==> src/rtl/nios_pio_datos_in_if.sv <==
// Avalon-MM slave bus bundle for the input PIO: word-addressed register
// access with active-low strobes, registered read data and interrupt.
interface nios_pio_datos_in_if;
    logic [2:0]  address;
    logic        chipselect;
    logic        read_n;
    logic        write_n;
    logic [31:0] writedata;
    logic [31:0] readdata;
    logic        irq;

    modport master (
        output address, chipselect, read_n, write_n, writedata,
        input  readdata, irq
    );

    modport slave (
        input  address, chipselect, read_n, write_n, writedata,
        output readdata, irq
    );
endinterface

==> src/rtl/nios_pio_datos_in.sv <==
// Avalon-MM input PIO: synchronised data port, W1C edge capture and maskable irq.
// Optional per-bit input debouncing is enabled by defining PIO_DEBOUNCE_EN.
module nios_pio_datos_in #(
    parameter int unsigned WIDTH           = 32,
    parameter int unsigned EDGE_TYPE       = 0,
    parameter int unsigned IRQ_MODE        = 0,
    parameter int unsigned SYNC_STAGES     = 2,
    parameter int unsigned DEBOUNCE_CYCLES = 16
) (
    input  logic                 clk,
    input  logic                 reset,
    nios_pio_datos_in_if.slave   avs,
    input  logic [WIDTH-1:0]     in_port
);

    if (WIDTH < 1 || WIDTH > 32 || EDGE_TYPE > 2 || IRQ_MODE > 1 ||
        SYNC_STAGES < 2 || SYNC_STAGES > 4 ||
        DEBOUNCE_CYCLES < 2 || DEBOUNCE_CYCLES > 255) begin : g_bad_param
        $error("nios_pio_datos_in: parameter out of range");
    end

    localparam int unsigned PRIME_MAX = SYNC_STAGES + 1;

    logic [WIDTH-1:0] sync_q [SYNC_STAGES];
    logic [WIDTH-1:0] sync_d [SYNC_STAGES];
    logic [WIDTH-1:0] in_sync;
    logic [WIDTH-1:0] filt;
    logic [WIDTH-1:0] prev_q, prev_d;
    logic [WIDTH-1:0] irqmask_q, irqmask_d;
    logic [WIDTH-1:0] edge_cap_q, edge_cap_d;
    logic [WIDTH-1:0] rise, fall, det, clr;
    logic [2:0]       prime_q, prime_d;
    logic             primed;
    logic [31:0]      readdata_q, readdata_d, rd_mux;
    logic             irq_q, irq_d;
    logic             rd, wr;

    always_comb begin
        sync_d[0] = in_port;
        for (int unsigned i = 1; i < SYNC_STAGES; i++) begin
            sync_d[i] = sync_q[i-1];
        end
    end

    assign in_sync = sync_q[SYNC_STAGES-1];

`ifdef PIO_DEBOUNCE_EN
    logic [WIDTH-1:0] filt_q, filt_d;
    logic [7:0]       dbc_q [WIDTH];
    logic [7:0]       dbc_d [WIDTH];

    // A bit's counter only runs while the synced input disagrees with filt;
    // any agreement restarts it, so only a stable change propagates.
    always_comb begin
        filt_d = filt_q;
        for (int unsigned i = 0; i < WIDTH; i++) begin
            dbc_d[i] = '0;
            if (in_sync[i] != filt_q[i]) begin
                if (dbc_q[i] == 8'(DEBOUNCE_CYCLES - 1)) begin
                    filt_d[i] = in_sync[i];
                end else begin
                    dbc_d[i] = dbc_q[i] + 8'd1;
                end
            end
        end
    end

    always_ff @(posedge clk or posedge reset) begin
        if (reset) begin
            filt_q <= '0;
            for (int unsigned i = 0; i < WIDTH; i++) dbc_q[i] <= '0;
        end else begin
            filt_q <= filt_d;
            for (int unsigned i = 0; i < WIDTH; i++) dbc_q[i] <= dbc_d[i];
        end
    end

    assign filt = filt_q;
`else
    assign filt = in_sync;
`endif

    assign rd     = avs.chipselect & ~avs.read_n;
    assign wr     = avs.chipselect & ~avs.write_n;
    assign primed = (prime_q == 3'(PRIME_MAX));

    always_comb begin
        rise = filt & ~prev_q;
        fall = ~filt & prev_q;
        case (EDGE_TYPE)
            1:       det = fall;
            2:       det = rise | fall;
            default: det = rise;
        endcase
    end

    always_comb begin
        prev_d    = filt;
        prime_d   = primed ? prime_q : prime_q + 3'd1;
        irqmask_d = irqmask_q;
        clr       = '0;
        if (wr && avs.address == 3'd2) irqmask_d = avs.writedata[WIDTH-1:0];
        if (wr && avs.address == 3'd3) clr = avs.writedata[WIDTH-1:0];
        // Set term is OR'd after the clear so a same-cycle edge survives a W1C.
        edge_cap_d = (edge_cap_q & ~clr) | (det & {WIDTH{primed}});
    end

    always_comb begin
        rd_mux = '0;
        case (avs.address)
            3'd0:    rd_mux = 32'(filt);
            3'd2:    rd_mux = 32'(irqmask_q);
            3'd3:    rd_mux = 32'(edge_cap_q);
            default: rd_mux = '0;
        endcase
        readdata_d = rd ? rd_mux : '0;
        if (IRQ_MODE == 1) irq_d = |(filt & irqmask_q);
        else               irq_d = |(edge_cap_q & irqmask_q);
    end

    always_ff @(posedge clk or posedge reset) begin
        if (reset) begin
            for (int unsigned i = 0; i < SYNC_STAGES; i++) sync_q[i] <= '0;
            prev_q     <= '0;
            prime_q    <= '0;
            irqmask_q  <= '0;
            edge_cap_q <= '0;
            readdata_q <= '0;
            irq_q      <= 1'b0;
        end else begin
            for (int unsigned i = 0; i < SYNC_STAGES; i++) sync_q[i] <= sync_d[i];
            prev_q     <= prev_d;
            prime_q    <= prime_d;
            irqmask_q  <= irqmask_d;
            edge_cap_q <= edge_cap_d;
            readdata_q <= readdata_d;
            irq_q      <= irq_d;
        end
    end

    assign avs.readdata = readdata_q;
    assign avs.irq      = irq_q;

endmodule
==> src/flat_wrapper.sv <==
// flat-port wrapper written by rule: the top's interface ports become plain ports
module nios_pio_datos_in_flat 
#(
    parameter int unsigned WIDTH           = 32,
    parameter int unsigned EDGE_TYPE       = 0,
    parameter int unsigned IRQ_MODE        = 0,
    parameter int unsigned SYNC_STAGES     = 2,
    parameter int unsigned DEBOUNCE_CYCLES = 16
)
  (clk, reset, in_port, avs_address, avs_chipselect, avs_read_n, avs_write_n, avs_writedata, avs_readdata, avs_irq);
  nios_pio_datos_in_if avs_i ();
  input  logic clk;
  input  logic reset;
  input  logic [WIDTH-1:0] in_port;
  input wire logic [$bits(avs_i.address)-1:0] avs_address;
  input wire logic [$bits(avs_i.chipselect)-1:0] avs_chipselect;
  input wire logic [$bits(avs_i.read_n)-1:0] avs_read_n;
  input wire logic [$bits(avs_i.write_n)-1:0] avs_write_n;
  input wire logic [$bits(avs_i.writedata)-1:0] avs_writedata;
  output wire logic [$bits(avs_i.readdata)-1:0] avs_readdata;
  output wire logic [$bits(avs_i.irq)-1:0] avs_irq;
  assign avs_i.address = avs_address;
  assign avs_i.chipselect = avs_chipselect;
  assign avs_i.read_n = avs_read_n;
  assign avs_i.write_n = avs_write_n;
  assign avs_i.writedata = avs_writedata;
  assign avs_readdata = avs_i.readdata;
  assign avs_irq = avs_i.irq;
  nios_pio_datos_in #(.WIDTH(WIDTH), .EDGE_TYPE(EDGE_TYPE), .IRQ_MODE(IRQ_MODE), .SYNC_STAGES(SYNC_STAGES), .DEBOUNCE_CYCLES(DEBOUNCE_CYCLES)) u_core (.clk(clk), .reset(reset), .avs(avs_i), .in_port(in_port));
endmodule
==> config.mk <==
export PLATFORM = sky130hd
export DESIGN_NAME = nios_pio_datos_in_flat
export DESIGN_NICKNAME = d
export VERILOG_FILES = /design/src/rtl/nios_pio_datos_in_if.sv /design/src/rtl/nios_pio_datos_in.sv /design/src/flat_wrapper.sv
export SDC_FILE = /design/constraint.sdc
export NUM_CORES = 1
export LEC_CHECK = 0
export CORE_MARGIN = 10
export CORE_UTILIZATION = 54
export CTS_CLUSTER_SIZE = 30
export DETAILED_ROUTE_END_ITERATION = 7
export PLACE_DENSITY = 0.77
export SYNTH_ARGS = -nofsm -noshare
export SYNTH_HDL_FRONTEND = slang
export SYNTH_SLANG_ARGS = --single-unit
==> constraint.sdc <==
create_clock -name clk -period 10.3 [get_ports clk]
set_clock_uncertainty 0.05 [all_clocks]
set_input_delay 2.575 -clock clk [delete_from_list [all_inputs] [get_ports clk]]
set_output_delay 2.575 -clock clk [all_outputs]
set_load 0.02 [all_outputs]
**Word level (Yosys, flattened, before mapping)**

Index checks and enable logic that the tools add are counted.

- Register bits: 196
- Bits in latches: 0
- Memory bits (writable): 0
- Memory bits (read-only): 0
- Bits of input ports: 72
- Word-level logic and storage cells: 30
- Memories: 0

- $add $sub $neg: 1
- Multipliers: 0
- Divide/modulo/power cells: 0
- Magnitude comparators: 0
- Eq/ne operators: 3
- Shift operators: 0
- Muxes and demuxes: 3
- Bitwise logic cells: 11
- Reduce and logical (&&, ||, !) cells: 4

Operators with widths:

| operator | count |
|---|---|
| AND 32 bit | 4 |
| case mux 32 bit (3 select lines) | 1 |
| two-way mux 32 bit | 2 |
| NOT 32 bit | 2 |
| bitwise OR 32 bit | 1 |
| OR reduction 32 bit | 1 |
| equality test 3 x 2 -> 1 bit, second input constant | 3 |
| adder 3 x 1 -> 3 bit, second input constant | 1 |
| zero test 3 bit | 1 |
| AND 1 bit | 2 |
| logical AND 1 bit | 2 |
| NOT 1 bit | 2 |

**Longest topological paths before layout**

- Depth after elaboration: 7
- Depth in mapped cells: 7
- Mapped depth without buffers: 4

**Worst setup path before layout**

Ideal clock, no wire load.

- Kind: input to register
- Start point: in avs_address[1]
- End point: reg u_core.irqmask_q[0]
- Arrival: 3668 ps
- Required time: 10125 ps
- Slack: 6457 ps
- Stages on the path: 7
- Buffers on the path: 4
- Path through: buf_6 -> and4bb_1 -> buf_2 -> nor2b_4 -> buf_6 -> buf_6 -> mux2_4

- Longest elaborated chain between the ends: 2

RTL lines:

| element | line | RTL |
|---|---|---|
| start, declared | flat_wrapper.sv:15 | `input wire logic [$bits(avs_i.address)-1:0] avs_address;` |
| equality test 3 x 2 -> 1 bit | nios_pio_datos_in.sv:102 | `if (wr && avs.address == 3'd2) irqmask_d = avs.writedata[WIDTH-1:0];` |
| logical AND 1 bit | nios_pio_datos_in.sv:102 |  |
| end signal, assigned | nios_pio_datos_in.sv:134 | `irqmask_q <= irqmask_d;` |
| end, declared | nios_pio_datos_in.sv:29 | `logic [WIDTH-1:0] irqmask_q, irqmask_d;` |

No other way between the ends.
A chain may end at the register's enable or synchronous reset.

**Worst setup path in the final report**

- Start point: in avs_address[1]
- End point: reg u_core.irqmask_q[19]

Same word-level chain as after synthesis.

==> impl_metrics.tcl <==
set metrics [dict create \
    first_pass_iters 5 \
    final-max-slew-violation-count 0 \
    grtUsageMet2 0.293 \
    ys.flop_type "dfrtp_1" \
    hold_buffers 0 \
    wl_per_cell_um 20.8 \
    path_max_fanout 35 \
    status "completed" \
    netlist-cell-type-count 21 \
    die_w_um 135 \
    path_class "in2reg" \
    fmax_ghz 0.189 \
    synth_edf_count 0 \
    vias 4380 \
    endpoint_kind "flop" \
    core_area_sq_mm 0.0128 \
    synthCells 483 \
    required_ns 10.56 \
    grt_busiest_layer "met2" \
    cap_viol_max_count 0 \
    rr_startpoint "u_core.prime_q[0]" \
    grt_pass1_vias 4789 \
    dp_cells 738 \
    fin_ws_ns 5.02 \
    synth_area_sq_mm 0.00712 \
    rsz0062_at_grt "no" \
    via_per_inst 5.70 \
    wirelength_um 16000 \
    drt-initial-drc-count 464 \
    synth_largest_area_cell "dfrtp_1" \
    route.detailed.drc 0 \
    rows 41 \
    initial_core_util 0.557 \
    pre_cts_ws_ns 4.62 \
    r2r-end "u_core.edge_cap_q[10]" \
    period_share 0.513 \
    hold_viol 0 \
    yosysWarnings 0 \
    tightest_slew_ns 0.994 \
    cts_buffers 17 \
    ff2ff_setup_slack_ns 8.37 \
    nNetsFinal 659 \
    fin_crit_ns 5.28 \
    p_per_area_mw_per_mm2 188 \
    setup_viol 0 \
    min_path_type "reg2reg" \
    ys_seq_elements 196 \
    grt-ovfl-total 0 \
    use_met3 0.0586 \
    slew_headroom 0.337 \
    reg2reg_depth 4 \
    fin_total_pwr_mw 1.66 \
    endpoint "u_core.irqmask_q[19]" \
    diodes 0 \
    grt_use_met1 0.231 \
    yosysTopAreaCellShare 0.689 \
    antenna_found_initial 0 \
    clk_path_buf_depth 2 \
    layout.cells.non_filler 768 \
    p_leak_nw 3.80 \
    min_from "u_core.sync_d[29]" \
    place.gp.congestion 0.805 \
    async_flop_share 1.00 \
    grt_max_degree 115 \
    cts_setup_buffers 0 \
    die_area_sq_mm 0.0182 \
    cts_resized 0 \
    worstPathArrival_ns 5.55 \
    grt_pass1_wl_um 25900 \
    startpoint_type "input port" \
    drive_gt1_frac 0.174 \
    clk_pin_slew_ns 0.07 \
    detailed_place_hpwl_um 10300 \
    syn_nets 557 \
    irDropWorstVdd_uv 156 \
    top_level_ports 105 \
    synthTopCellsByArea "dfrtp_1 (69%), mux2_4 (6.3%), mux2_2 (5.5%), a22oi_1 (5.1%), a32o_1 (4.4%)" \
    nFillCells 857 \
    die_h_um 135 \
    portBuffers 104 \
    cts_tree "yes" \
    ant_nets 0 \
    cts_root_buf "clkbuf_16" \
    syn_avg_cell_area_sq_um 14.7 \
    clk_latency_ns 0.43 \
    layout-area-overhead-vs-synth_pct 24.0 \
    htreeDepth 4 \
    cp-startpoint "avs_address[1]" \
    grt_usage 0.184 \
    tns_ns 0 \
    clock-sinks 196 \
    ys_seq_area_frac 0.689 \
]
## synth_stat cells (2+ instances only)
master / count
mux2_4: 30
nor2_1: 34
ha_1: 2
buf_6: 5
nand4_1: 4
mux2_2: 35
nand3_1: 33
clkbuf_1: 15
dfrtp_1: 196
buf_2: 9
a32o_1: 31
a22oi_1: 48
inv_1: 33
## cell families (layout without fill, tap and decap cells)
group	after synthesis	in the layout	synth area share
compound gates	80	80	0.0955
buf+inv	62	175	0.0396
simple gates	76	76	0.0508
mux	66	66	0.120
xor+xnor	1	1	0.00123
fa+ha+maj	2	2	0.00352
flops	196	196	0.689
## flip-flops by register name, indices dropped and copies added (netlist names)
register / cells
u_core.sync_d: 32
u_core.edge_cap_q: 32
u_core.filt: 32
u_core.avs.irq: 1
u_core.prev_q: 32
u_core.avs.readdata: 32
u_core.irqmask_q: 32
u_core.prime_q: 3
## metal layers
metal	vias to the layer above	part of all wire
li1	1926	-
met1	2267	0.43
met2	164	0.49
met3	23	0.066
met4	0	0.015
met5	-	0
## power by group
group | leakage (nW) | switching [mW] | internal (mW) | total [mW]
clock network | 0.258 | 0.269 | 0.343 | 0.611
logic | 1.25 | 0.0731 | 0.105 | 0.178
registers | 2.28 | 0.0434 | 0.826 | 0.870
## how the worst min path moves through the flow
stage	end	cells after the start
2_1_floorplan	u_core.filt[0]	0
3_3_place_gp	u_core.filt[4]	0
3_5_place_dp	u_core.filt[19]	0
4_1_cts	u_core.filt[29]	0
5_1_grt	u_core.filt[27]	0
6_report	u_core.filt[29]	0
## metrics by stage
step | cell area (sq um) | hold WS (ns) | util
5_1_grt | 8820 | 0.301 | 0.691
3_3_place_gp | 8280 | 0.282 | 0.648
4_1_cts | 8820 | 0.295 | 0.691
2_1_floorplan | 7120 | 0.281 | -
3_5_place_dp | 8280 | 0.286 | 0.648
6_report | 8820 | 0.294 | 0.691
## critical path, cell delays in order
cell	delay (ns)
clkdlybuf4s50_1	0.46
buf_4	0.41
and4bb_1	0.27
buf_4	0.40
nor2b_4	0.63
buf_4	0.45
mux2_4	0.34
## final cells by class
| cell class | instances | area, sq um | share of cell area |
|---|---|---|---|
| multi-input cells | 225 | 1930 | 0.219 |
| flip-flops and latches | 196 | 4900 | 0.556 |
| clock inverters | 8 | 80.1 | 0.00908 |
| well taps | 172 | 215 | 0.0244 |
| repair buffers | 112 | 1100 | 0.124 |
| inverters | 33 | 131 | 0.0149 |
| clock buffers | 22 | 464 | 0.0526 |
## cell usage in the layout (no fill, tap or decap)
| cell type | instances |
|---|---|
| dfrtp_1 | 196 |
| clkdlybuf4s50_1 | 103 |
| a22oi_1 | 48 |
| mux2_2 | 35 |
| nand3_1 | 33 |
| nor2_1 | 33 |
| inv_1 | 32 |
| a32o_1 | 31 |
| mux2_4 | 30 |
| clkbuf_16 | 17 |
| buf_4 | 8 |
| nand4_1 | 4 |
| clkinvlp_4 | 3 |
| clkbuf_1 | 3 |
| ha_1 | 2 |
| clkinv_4 | 2 |
| clkinv_2 | 2 |
| clkbuf_8 | 2 |
| and4bb_1 | 1 |
| nand2_1 | 1 |
| o2bb2ai_1 | 1 |
| nand2b_1 | 1 |
| nor2_2 | 1 |
| or4_1 | 1 |
| inv_8 | 1 |
| nor2b_4 | 1 |
| mux2i_1 | 1 |
| xnor2_1 | 1 |
| bufinv_16 | 1 |
| buf_2 | 1 |
Power figures use the tool's default switching activity.
